`src/rtl/cpu_types_pkg.sv`:
```
// Shared CPU datapath types plus the control bundle carried from ID into EX.
package cpu_types_pkg;

    localparam int WORD_W = 32;
    localparam int REG_W  = 5;
    localparam int IMM_W  = 16;
    localparam int SHAM_W = 5;

    typedef logic [WORD_W-1:0] word_t;
    typedef logic [REG_W-1:0]  regbits_t;

    typedef enum logic [3:0] {
        ALU_SLL, ALU_SRL, ALU_ADD, ALU_SUB, ALU_AND,
        ALU_OR,  ALU_XOR, ALU_NOR, ALU_SLT, ALU_SLTU
    } aluop_t;

    typedef enum logic [1:0] {
        REGDST_RT   = 2'd0,
        REGDST_RD   = 2'd1,
        REGDST_RA   = 2'd2,
        REGDST_NONE = 2'd3
    } regdst_t;

    localparam regbits_t REG_RA = 5'd31;

    typedef struct packed {
        aluop_t     aluop;
        logic       mem_to_reg;
        logic       reg_wen;
        logic       dwen;
        logic       dren;
        logic       halt;
        regdst_t    reg_dst;
        logic [2:0] pc_src;
        logic [2:0] alu_src;
    } ctrl_bundle_t;

    // Whole EX slot as one vector: a bubble is simply '0.
    typedef struct packed {
        logic              valid;
        ctrl_bundle_t      ctrl;
        regbits_t          rs;
        regbits_t          rt;
        regbits_t          rd;
        regbits_t          wsel;
        logic [IMM_W-1:0]  imm;
        logic [SHAM_W-1:0] shamt;
        word_t             pc4;
        word_t             rdat1;
        word_t             rdat2;
    } ex_bundle_t;

    function automatic regbits_t resolve_wsel(regdst_t dst, regbits_t rt, regbits_t rd);
        case (dst)
            REGDST_RT: return rt;
            REGDST_RD: return rd;
            REGDST_RA: return REG_RA;
            default:   return '0;
        endcase
    endfunction

endpackage

```
`src/rtl/id_ex_hazard_latch_if.sv`:
```
// ID/EX boundary signals: decoded bundle in, registered bundle and stall out.
interface id_ex_hazard_latch_if
    import cpu_types_pkg::*;
#(
    parameter int CNT_W = 16
);
    logic              id_valid;
    regbits_t          id_rs, id_rt, id_rd;
    aluop_t            id_aluop;
    logic [IMM_W-1:0]  id_imm;
    logic [SHAM_W-1:0] id_shamt;
    logic              id_MemToReg, id_RegWEN, id_dWEN, id_dREN, id_halt;
    logic [1:0]        id_RegDst;
    logic [2:0]        id_PCSrc, id_ALUSrc;
    word_t             id_pc4, id_rdat1, id_rdat2;
    logic              ex_ready;
    logic              flush;

    logic              id_stall;
    logic              ex_valid;
    regbits_t          ex_rs, ex_rt, ex_rd, ex_wsel;
    aluop_t            ex_aluop;
    logic [IMM_W-1:0]  ex_imm;
    logic [SHAM_W-1:0] ex_shamt;
    logic              ex_MemToReg, ex_RegWEN, ex_dWEN, ex_dREN, ex_halt;
    logic [1:0]        ex_RegDst;
    logic [2:0]        ex_PCSrc, ex_ALUSrc;
    word_t             ex_pc4, ex_rdat1, ex_rdat2;
    logic              halted;
    logic [CNT_W-1:0]  bubble_cnt;

    modport master (
        output id_valid, id_rs, id_rt, id_rd, id_aluop, id_imm, id_shamt,
               id_MemToReg, id_RegWEN, id_dWEN, id_dREN, id_halt, id_RegDst,
               id_PCSrc, id_ALUSrc, id_pc4, id_rdat1, id_rdat2, ex_ready, flush,
        input  id_stall, ex_valid, ex_rs, ex_rt, ex_rd, ex_wsel, ex_aluop, ex_imm,
               ex_shamt, ex_MemToReg, ex_RegWEN, ex_dWEN, ex_dREN, ex_halt,
               ex_RegDst, ex_PCSrc, ex_ALUSrc, ex_pc4, ex_rdat1, ex_rdat2,
               halted, bubble_cnt
    );

    modport slave (
        input  id_valid, id_rs, id_rt, id_rd, id_aluop, id_imm, id_shamt,
               id_MemToReg, id_RegWEN, id_dWEN, id_dREN, id_halt, id_RegDst,
               id_PCSrc, id_ALUSrc, id_pc4, id_rdat1, id_rdat2, ex_ready, flush,
        output id_stall, ex_valid, ex_rs, ex_rt, ex_rd, ex_wsel, ex_aluop, ex_imm,
               ex_shamt, ex_MemToReg, ex_RegWEN, ex_dWEN, ex_dREN, ex_halt,
               ex_RegDst, ex_PCSrc, ex_ALUSrc, ex_pc4, ex_rdat1, ex_rdat2,
               halted, bubble_cnt
    );

endinterface

```
`src/rtl/id_ex_hazard_latch_hazard_detect.sv`:
```
// Load-use compare between the load sitting in EX and the operands read in ID.
module hazard_detect
    import cpu_types_pkg::*;
(
    input  logic       ex_valid_i,
    input  logic       ex_dren_i,
    input  regbits_t   ex_wsel_i,
    input  logic       id_valid_i,
    input  regbits_t   id_rs_i,
    input  regbits_t   id_rt_i,
    input  logic [2:0] id_alusrc_i,
    input  logic       id_dwen_i,
    output logic       hazard_o
);
    logic rs_hit, rt_hit;

    assign rs_hit = (ex_wsel_i == id_rs_i);
    // rt is a real source only as ALU operand B or as store data.
    assign rt_hit = (ex_wsel_i == id_rt_i) && ((id_alusrc_i == 3'd0) || id_dwen_i);

    assign hazard_o = ex_valid_i && ex_dren_i && (ex_wsel_i != '0) && id_valid_i
                      && (rs_hit || rt_hit);

endmodule

```
`src/rtl/id_ex_hazard_latch.sv`:
```
// ID/EX pipeline register: capture, hold on EX stall, or bubble for halt,
// flush (deferred across stalls) and load-use hazards.
module id_ex_hazard_latch
    import cpu_types_pkg::*;
#(
    parameter int CNT_W = 16
) (
    input logic                 CLK,
    input logic                 RST,
    id_ex_hazard_latch_if.slave bus
);
    ex_bundle_t       ex_q, ex_d, id_bundle;
    logic             flush_pending_q, flush_pending_d;
    logic             halted_q, halted_d;
    logic [CNT_W-1:0] bubble_cnt_q, bubble_cnt_d;
    logic             hazard, count_bubble;

    hazard_detect u_hazard_detect (
        .ex_valid_i  (ex_q.valid),
        .ex_dren_i   (ex_q.ctrl.dren),
        .ex_wsel_i   (ex_q.wsel),
        .id_valid_i  (bus.id_valid),
        .id_rs_i     (bus.id_rs),
        .id_rt_i     (bus.id_rt),
        .id_alusrc_i (bus.id_ALUSrc),
        .id_dwen_i   (bus.id_dWEN),
        .hazard_o    (hazard)
    );

    always_comb begin
        id_bundle.valid           = bus.id_valid;
        id_bundle.ctrl.aluop      = bus.id_aluop;
        id_bundle.ctrl.mem_to_reg = bus.id_MemToReg;
        id_bundle.ctrl.reg_wen    = bus.id_RegWEN;
        id_bundle.ctrl.dwen       = bus.id_dWEN;
        id_bundle.ctrl.dren       = bus.id_dREN;
        id_bundle.ctrl.halt       = bus.id_halt;
        id_bundle.ctrl.reg_dst    = regdst_t'(bus.id_RegDst);
        id_bundle.ctrl.pc_src     = bus.id_PCSrc;
        id_bundle.ctrl.alu_src    = bus.id_ALUSrc;
        id_bundle.rs              = bus.id_rs;
        id_bundle.rt              = bus.id_rt;
        id_bundle.rd              = bus.id_rd;
        id_bundle.wsel            = resolve_wsel(regdst_t'(bus.id_RegDst), bus.id_rt, bus.id_rd);
        id_bundle.imm             = bus.id_imm;
        id_bundle.shamt           = bus.id_shamt;
        id_bundle.pc4             = bus.id_pc4;
        id_bundle.rdat1           = bus.id_rdat1;
        id_bundle.rdat2           = bus.id_rdat2;
    end

    always_comb begin
        // NOTE: every next-state signal starts from its hold value so no path infers a latch.
        ex_d            = ex_q;
        flush_pending_d = flush_pending_q;
        count_bubble    = 1'b0;
        bubble_cnt_d    = bubble_cnt_q;

        if (!bus.ex_ready) begin
            flush_pending_d = flush_pending_q | bus.flush;
        end else if (halted_q) begin
            ex_d = '0;
        end else if (bus.flush || flush_pending_q) begin
            ex_d            = '0;
            flush_pending_d = 1'b0;
            count_bubble    = 1'b1;
        end else if (hazard) begin
            ex_d         = '0;
            count_bubble = 1'b1;
        end else begin
            ex_d = id_bundle;
        end

        if (count_bubble && !(&bubble_cnt_q)) begin
            bubble_cnt_d = bubble_cnt_q + CNT_W'(1);
        end
        // Halt becomes sticky on the same edge that places it in EX.
        halted_d = halted_q | (ex_d.valid & ex_d.ctrl.halt);
    end

    // NOTE: sequential state uses non-blocking assignments so all registers see pre-edge values.
    always_ff @(posedge CLK or posedge RST) begin
        if (RST) begin
            ex_q            <= '0;
            flush_pending_q <= 1'b0;
            halted_q        <= 1'b0;
            bubble_cnt_q    <= '0;
        end else begin
            ex_q            <= ex_d;
            flush_pending_q <= flush_pending_d;
            halted_q        <= halted_d;
            bubble_cnt_q    <= bubble_cnt_d;
        end
    end

    // A taken flush discards the ID instruction, so its hazard need not stall.
    assign bus.id_stall    = ~bus.ex_ready | halted_q | (hazard & ~bus.flush & ~flush_pending_q);

    assign bus.ex_valid    = ex_q.valid;
    assign bus.ex_rs       = ex_q.rs;
    assign bus.ex_rt       = ex_q.rt;
    assign bus.ex_rd       = ex_q.rd;
    assign bus.ex_wsel     = ex_q.wsel;
    assign bus.ex_aluop    = ex_q.ctrl.aluop;
    assign bus.ex_imm      = ex_q.imm;
    assign bus.ex_shamt    = ex_q.shamt;
    assign bus.ex_MemToReg = ex_q.ctrl.mem_to_reg;
    assign bus.ex_RegWEN   = ex_q.ctrl.reg_wen;
    assign bus.ex_dWEN     = ex_q.ctrl.dwen;
    assign bus.ex_dREN     = ex_q.ctrl.dren;
    assign bus.ex_halt     = ex_q.ctrl.halt;
    assign bus.ex_RegDst   = ex_q.ctrl.reg_dst;
    assign bus.ex_PCSrc    = ex_q.ctrl.pc_src;
    assign bus.ex_ALUSrc   = ex_q.ctrl.alu_src;
    assign bus.ex_pc4      = ex_q.pc4;
    assign bus.ex_rdat1    = ex_q.rdat1;
    assign bus.ex_rdat2    = ex_q.rdat2;
    assign bus.halted      = halted_q;
    assign bus.bubble_cnt  = bubble_cnt_q;

endmodule

```
`src/flat_wrapper.sv`:
```
// flat-port wrapper written by rule: the top's interface ports become plain ports
module id_ex_hazard_latch_flat import cpu_types_pkg::*;
#(
    parameter int CNT_W = 16
)
  (CLK, RST, bus_id_valid, bus_id_rs, bus_id_rt, bus_id_rd, bus_id_aluop, bus_id_imm, bus_id_shamt, bus_id_MemToReg, bus_id_RegWEN, bus_id_dWEN, bus_id_dREN, bus_id_halt, bus_id_RegDst, bus_id_PCSrc, bus_id_ALUSrc, bus_id_pc4, bus_id_rdat1, bus_id_rdat2, bus_ex_ready, bus_flush, bus_id_stall, bus_ex_valid, bus_ex_rs, bus_ex_rt, bus_ex_rd, bus_ex_wsel, bus_ex_aluop, bus_ex_imm, bus_ex_shamt, bus_ex_MemToReg, bus_ex_RegWEN, bus_ex_dWEN, bus_ex_dREN, bus_ex_halt, bus_ex_RegDst, bus_ex_PCSrc, bus_ex_ALUSrc, bus_ex_pc4, bus_ex_rdat1, bus_ex_rdat2, bus_halted, bus_bubble_cnt);
  id_ex_hazard_latch_if #(.CNT_W(CNT_W)) bus_i ();
  input logic CLK;
  input logic RST;
  input wire logic [$bits(bus_i.id_valid)-1:0] bus_id_valid;
  input wire logic [$bits(bus_i.id_rs)-1:0] bus_id_rs;
  input wire logic [$bits(bus_i.id_rt)-1:0] bus_id_rt;
  input wire logic [$bits(bus_i.id_rd)-1:0] bus_id_rd;
  input wire logic [$bits(bus_i.id_aluop)-1:0] bus_id_aluop;
  input wire logic [$bits(bus_i.id_imm)-1:0] bus_id_imm;
  input wire logic [$bits(bus_i.id_shamt)-1:0] bus_id_shamt;
  input wire logic [$bits(bus_i.id_MemToReg)-1:0] bus_id_MemToReg;
  input wire logic [$bits(bus_i.id_RegWEN)-1:0] bus_id_RegWEN;
  input wire logic [$bits(bus_i.id_dWEN)-1:0] bus_id_dWEN;
  input wire logic [$bits(bus_i.id_dREN)-1:0] bus_id_dREN;
  input wire logic [$bits(bus_i.id_halt)-1:0] bus_id_halt;
  input wire logic [$bits(bus_i.id_RegDst)-1:0] bus_id_RegDst;
  input wire logic [$bits(bus_i.id_PCSrc)-1:0] bus_id_PCSrc;
  input wire logic [$bits(bus_i.id_ALUSrc)-1:0] bus_id_ALUSrc;
  input wire logic [$bits(bus_i.id_pc4)-1:0] bus_id_pc4;
  input wire logic [$bits(bus_i.id_rdat1)-1:0] bus_id_rdat1;
  input wire logic [$bits(bus_i.id_rdat2)-1:0] bus_id_rdat2;
  input wire logic [$bits(bus_i.ex_ready)-1:0] bus_ex_ready;
  input wire logic [$bits(bus_i.flush)-1:0] bus_flush;
  output wire logic [$bits(bus_i.id_stall)-1:0] bus_id_stall;
  output wire logic [$bits(bus_i.ex_valid)-1:0] bus_ex_valid;
  output wire logic [$bits(bus_i.ex_rs)-1:0] bus_ex_rs;
  output wire logic [$bits(bus_i.ex_rt)-1:0] bus_ex_rt;
  output wire logic [$bits(bus_i.ex_rd)-1:0] bus_ex_rd;
  output wire logic [$bits(bus_i.ex_wsel)-1:0] bus_ex_wsel;
  output wire logic [$bits(bus_i.ex_aluop)-1:0] bus_ex_aluop;
  output wire logic [$bits(bus_i.ex_imm)-1:0] bus_ex_imm;
  output wire logic [$bits(bus_i.ex_shamt)-1:0] bus_ex_shamt;
  output wire logic [$bits(bus_i.ex_MemToReg)-1:0] bus_ex_MemToReg;
  output wire logic [$bits(bus_i.ex_RegWEN)-1:0] bus_ex_RegWEN;
  output wire logic [$bits(bus_i.ex_dWEN)-1:0] bus_ex_dWEN;
  output wire logic [$bits(bus_i.ex_dREN)-1:0] bus_ex_dREN;
  output wire logic [$bits(bus_i.ex_halt)-1:0] bus_ex_halt;
  output wire logic [$bits(bus_i.ex_RegDst)-1:0] bus_ex_RegDst;
  output wire logic [$bits(bus_i.ex_PCSrc)-1:0] bus_ex_PCSrc;
  output wire logic [$bits(bus_i.ex_ALUSrc)-1:0] bus_ex_ALUSrc;
  output wire logic [$bits(bus_i.ex_pc4)-1:0] bus_ex_pc4;
  output wire logic [$bits(bus_i.ex_rdat1)-1:0] bus_ex_rdat1;
  output wire logic [$bits(bus_i.ex_rdat2)-1:0] bus_ex_rdat2;
  output wire logic [$bits(bus_i.halted)-1:0] bus_halted;
  output wire logic [$bits(bus_i.bubble_cnt)-1:0] bus_bubble_cnt;
  assign bus_i.id_valid = bus_id_valid;
  assign bus_i.id_rs = bus_id_rs;
  assign bus_i.id_rt = bus_id_rt;
  assign bus_i.id_rd = bus_id_rd;
  assign bus_i.id_aluop = bus_id_aluop;
  assign bus_i.id_imm = bus_id_imm;
  assign bus_i.id_shamt = bus_id_shamt;
  assign bus_i.id_MemToReg = bus_id_MemToReg;
  assign bus_i.id_RegWEN = bus_id_RegWEN;
  assign bus_i.id_dWEN = bus_id_dWEN;
  assign bus_i.id_dREN = bus_id_dREN;
  assign bus_i.id_halt = bus_id_halt;
  assign bus_i.id_RegDst = bus_id_RegDst;
  assign bus_i.id_PCSrc = bus_id_PCSrc;
  assign bus_i.id_ALUSrc = bus_id_ALUSrc;
  assign bus_i.id_pc4 = bus_id_pc4;
  assign bus_i.id_rdat1 = bus_id_rdat1;
  assign bus_i.id_rdat2 = bus_id_rdat2;
  assign bus_i.ex_ready = bus_ex_ready;
  assign bus_i.flush = bus_flush;
  assign bus_id_stall = bus_i.id_stall;
  assign bus_ex_valid = bus_i.ex_valid;
  assign bus_ex_rs = bus_i.ex_rs;
  assign bus_ex_rt = bus_i.ex_rt;
  assign bus_ex_rd = bus_i.ex_rd;
  assign bus_ex_wsel = bus_i.ex_wsel;
  assign bus_ex_aluop = bus_i.ex_aluop;
  assign bus_ex_imm = bus_i.ex_imm;
  assign bus_ex_shamt = bus_i.ex_shamt;
  assign bus_ex_MemToReg = bus_i.ex_MemToReg;
  assign bus_ex_RegWEN = bus_i.ex_RegWEN;
  assign bus_ex_dWEN = bus_i.ex_dWEN;
  assign bus_ex_dREN = bus_i.ex_dREN;
  assign bus_ex_halt = bus_i.ex_halt;
  assign bus_ex_RegDst = bus_i.ex_RegDst;
  assign bus_ex_PCSrc = bus_i.ex_PCSrc;
  assign bus_ex_ALUSrc = bus_i.ex_ALUSrc;
  assign bus_ex_pc4 = bus_i.ex_pc4;
  assign bus_ex_rdat1 = bus_i.ex_rdat1;
  assign bus_ex_rdat2 = bus_i.ex_rdat2;
  assign bus_halted = bus_i.halted;
  assign bus_bubble_cnt = bus_i.bubble_cnt;
  id_ex_hazard_latch #(.CNT_W(CNT_W)) u_core (.CLK(CLK), .RST(RST), .bus(bus_i));
endmodule
```
`config.mk`:
```
export PLATFORM = sky130hd
export DESIGN_NAME = id_ex_hazard_latch_flat
export DESIGN_NICKNAME = d
export VERILOG_FILES = /design/src/rtl/cpu_types_pkg.sv /design/src/rtl/id_ex_hazard_latch_if.sv /design/src/rtl/id_ex_hazard_latch_hazard_detect.sv /design/src/rtl/id_ex_hazard_latch.sv /design/src/flat_wrapper.sv
export SDC_FILE = /design/constraint.sdc
export NUM_CORES = 1
export LEC_CHECK = 0
export ABC_CLOCK_PERIOD_IN_PS = 6000
export CAP_MARGIN = 20
export CORE_MARGIN = 2
export CORE_UTILIZATION = 36
export DETAILED_ROUTE_END_ITERATION = 12
export PLACE_DENSITY = 0.75
export RECOVER_POWER = 25
export SYNTH_ARGS = -nofsm -noshare
export SYNTH_HDL_FRONTEND = slang
export SYNTH_SLANG_ARGS = --single-unit
```
`constraint.sdc`:
```
create_clock -name CLK -period 6 [get_ports CLK]
set_clock_uncertainty 0.1 [all_clocks]
set_input_delay 1.5 -clock CLK [delete_from_list [all_inputs] [get_ports CLK]]
set_output_delay 1.5 -clock CLK [all_outputs]
set_load 0.02 [all_outputs]
```
==> qor.csv <==
metric,value,unit
Worst Setup Start Kind,input pin,
total CTS buffers,17,
min cycle time layout,5.13,ns
pre-CTS WS,0.895,ns
hold_ws,0.406,ns
layout cells sized above 1,6.05,%
ANT cells,0,
TritonCTS Sinks,173,
Tightest Pin Transition,2.32,ns
total power,3.61,mW
Worst Setup Path Type,input pin to output pin,
worst r2r path cells,5,
"commonest non-fill, non-tap cells in the layout","clkdlybuf4s50_1 (324), dfrtp_1 (173), a22o_1 (155)",
cell area power density,341,nW/µm²
pin count of the biggest net entering global routing,174,
CTS tree,built,
drt drc,0,
Fin. Hold Viols,0,
core box area,17900,µm²
ANT nets after route,0,
Routed WL,19700,µm
synth top area cells,"dfrtp_1 (66%), a22o_1 (21%), xor2_1 (1.7%), xnor2_1 (1.6%), buf_2 (1.3%)",
clk root buf,clkbuf_16,
violated checks,"capacitance limit, slew limit",
synth unique cells,31,
status,"finished, violations left",
Final Worst Setup Slack,0.869,ns
I/O Pins,327,
synthesized flop and latch total,173,
setup violators final,0,
class of the worst hold path,flip-flop to flip-flop,
first-pass GRT wire length,31300,µm
Gate Count Post-Synth,466,
drt pass-1 iters,4,
gpl congestion,0.910,
Yosys top cell by area,dfrtp_1,
WP data required,4.40,ns
Worst R2R Start,u_core.bus.ex_wsel[1]$_DFFE_PP0P_,
setup bufs post-CTS,0,
Fill cells,1425,
DPL Wire Length,13900,µm
initial antenna violation count,0,
Tcrit/Tclk final,85.5,%
# hold bufs at CTS,0,
full die area,19200,µm²
CP arrival,3.53,ns
grt ovf,0,
r2r setup slk,3.28,ns
setup TNS,0,ns
fin nets,936,
DIE HEIGHT,139,µm
Synth-to-Final Area Change,61.9,%
max-cap violations,1,
crit end category,output pin,
"commonest non-fill, non-tap cell in the layout",clkdlybuf4s50_1,
drt wl/cell,19.2,µm
cts repair resizes,0,
RSZ-0062 raised after global routing,no,
row count,49,
Initial Util,36.5,%
H-tree levels,4,
crit path to,bus_id_stall,
Reg-to-Reg End,u_core.bus.ex_aluop[3]$_DFFE_PP0P_,
warnings from Yosys,0,
area share of the largest cell type after synthesis,66.3,%
register area share after synthesis,66.3,%
worst-path maximum fanout,3,
vias in the first global route,5508,
via density per instance,5.15,
LEAKAGE,4.67,nW
Worst setup startpoint,bus_id_rt[4],
Pins Over Slew Limit,174,
Syn Std Cell Area,6530,µm²
die width,139,µm
Max-slew headroom,-54.6,%
gr usage total,20.5,%
Avg Inst Size Synth,14.0,µm²
CTS Buffer Depth,2,
via count,5272,
worst ir drop on vdd,0.000208,V
syn nets,621,
Clock Latency Late Sink,0.42,ns
f_max,195,MHz
drt initial violations,229,
IO Port Bufs,326,
"CTS clk-pin slew, worst paths",0.06,ns
-- critical path, stage by stage --
cell and delay [ns]:
clkdlybuf4s50_1 0.53, xnor2_1 0.15, o2111ai_1 0.15, o22ai_2 0.36
nand3_1 0.12, nand2_1 0.09, clkdlybuf4s50_1 0.63
-- logic make-up (layout without fill, tap and decap cells) --
group	after synthesis	in the layout	share of synthesized area, %
compound gates	168	168	22.3
xor+xnor	25	25	3.35
fa+ha+maj	1	1	0.192
buf+inv	40	368	2.89
flops	173	173	66.3
mux	1	1	0.230
simple gates	58	58	4.81
-- report_power, final --
group / switching, mW / internal [mW]
Sequential: 0.131 / 1.34
Combinational: 0.502 / 0.531
Clock: 0.473 / 0.634
Total: 1.11 / 2.50
-- metal layers --
metal / GRT usage (%) / wire length (µm) / vias up
met1: 25.9 / 8140 / 2642
met3: 5.04 / 1150 / 32
met4: 6.86 / 441 / 0
li1: - / - / 2398
met2: 34.7 / 9950 / 200
met5: 0 / 0 / -
-- stage by stage --
step	util, %	std cells	instance area (µm²)
after detailed placement	55.8	991	10000
final	59.1	1023	10600
after CTS	59.1	1023	10600
after global routing	59.1	1023	10600
after floorplan	-	466	6540
after global placement	55.8	991	10000
-- sequential cells by signal, summed over array words and instances (netlist names), 2 cells and up --
| register | count |
|---|---|
| u_core.bus.bubble_cnt | 16 |
| u_core.bus.ex_ALUSrc | 3 |
| u_core.bus.ex_PCSrc | 3 |
| u_core.bus.ex_RegDst | 2 |
| u_core.bus.ex_aluop | 4 |
| u_core.bus.ex_imm | 16 |
| u_core.bus.ex_pc4 | 32 |
| u_core.bus.ex_rd | 5 |
| u_core.bus.ex_rdat1 | 32 |
| u_core.bus.ex_rdat2 | 32 |
| u_core.bus.ex_rs | 5 |
| u_core.bus.ex_rt | 5 |
| u_core.bus.ex_shamt | 5 |
| u_core.bus.ex_wsel | 5 |
-- worst min path at each step --
stage                                     startpoint                                    end  slack (ns)  cells past startpoint
2_1_floorplan     u_core.flush_pending_q$_DFFE_PP0P_     u_core.flush_pending_q$_DFFE_PP0P_        0.35                      2
3_3_place_gp      u_core.flush_pending_q$_DFFE_PP0P_     u_core.flush_pending_q$_DFFE_PP0P_        0.37                      2
3_5_place_dp   u_core.bus.bubble_cnt[15]$_DFFE_PP0P_  u_core.bus.bubble_cnt[15]$_DFFE_PP0P_        0.40                      1
4_1_cts        u_core.bus.bubble_cnt[12]$_DFFE_PP0P_  u_core.bus.bubble_cnt[12]$_DFFE_PP0P_        0.41                      1
5_1_grt          u_core.bus.ex_rdat1[29]$_DFFE_PP0P_    u_core.bus.ex_rdat1[29]$_DFFE_PP0P_        0.42                      1
6_report         u_core.bus.ex_RegDst[1]$_DFFE_PP0P_    u_core.bus.ex_RegDst[1]$_DFFE_PP0P_        0.41                      1
-- layout make-up --
class / instances / area [µm²] / share of cell area (%)
flip-flops and latches: 173 / 4330 / 40.9
inverters: 4 / 21.3 / 0.201
clock buffers: 19 / 443 / 4.19
well taps: 229 / 287 / 2.71
repair buffers: 332 / 3320 / 31.4
clock inverters: 13 / 150 / 1.42
multi-input cells: 253 / 2030 / 19.2
-- Yosys cell counts (all sizes together) --
master,instances
dfrtp,173
a22o,155
buf,18
clkbuf,18
nand2,14
xor2,13
xnor2,12
nor2,11
nor3,11
nand3,9
o21ai,7
nor4,5
inv,4
nand4,4
a21oi,2
a21boi,1
a21o,1
and3,1
ha,1
mux2,1
nor2b,1
nor3b,1
o2111ai,1
o22ai,1
or3,1
No activity file was read; power rests on OpenSTA's default activity.
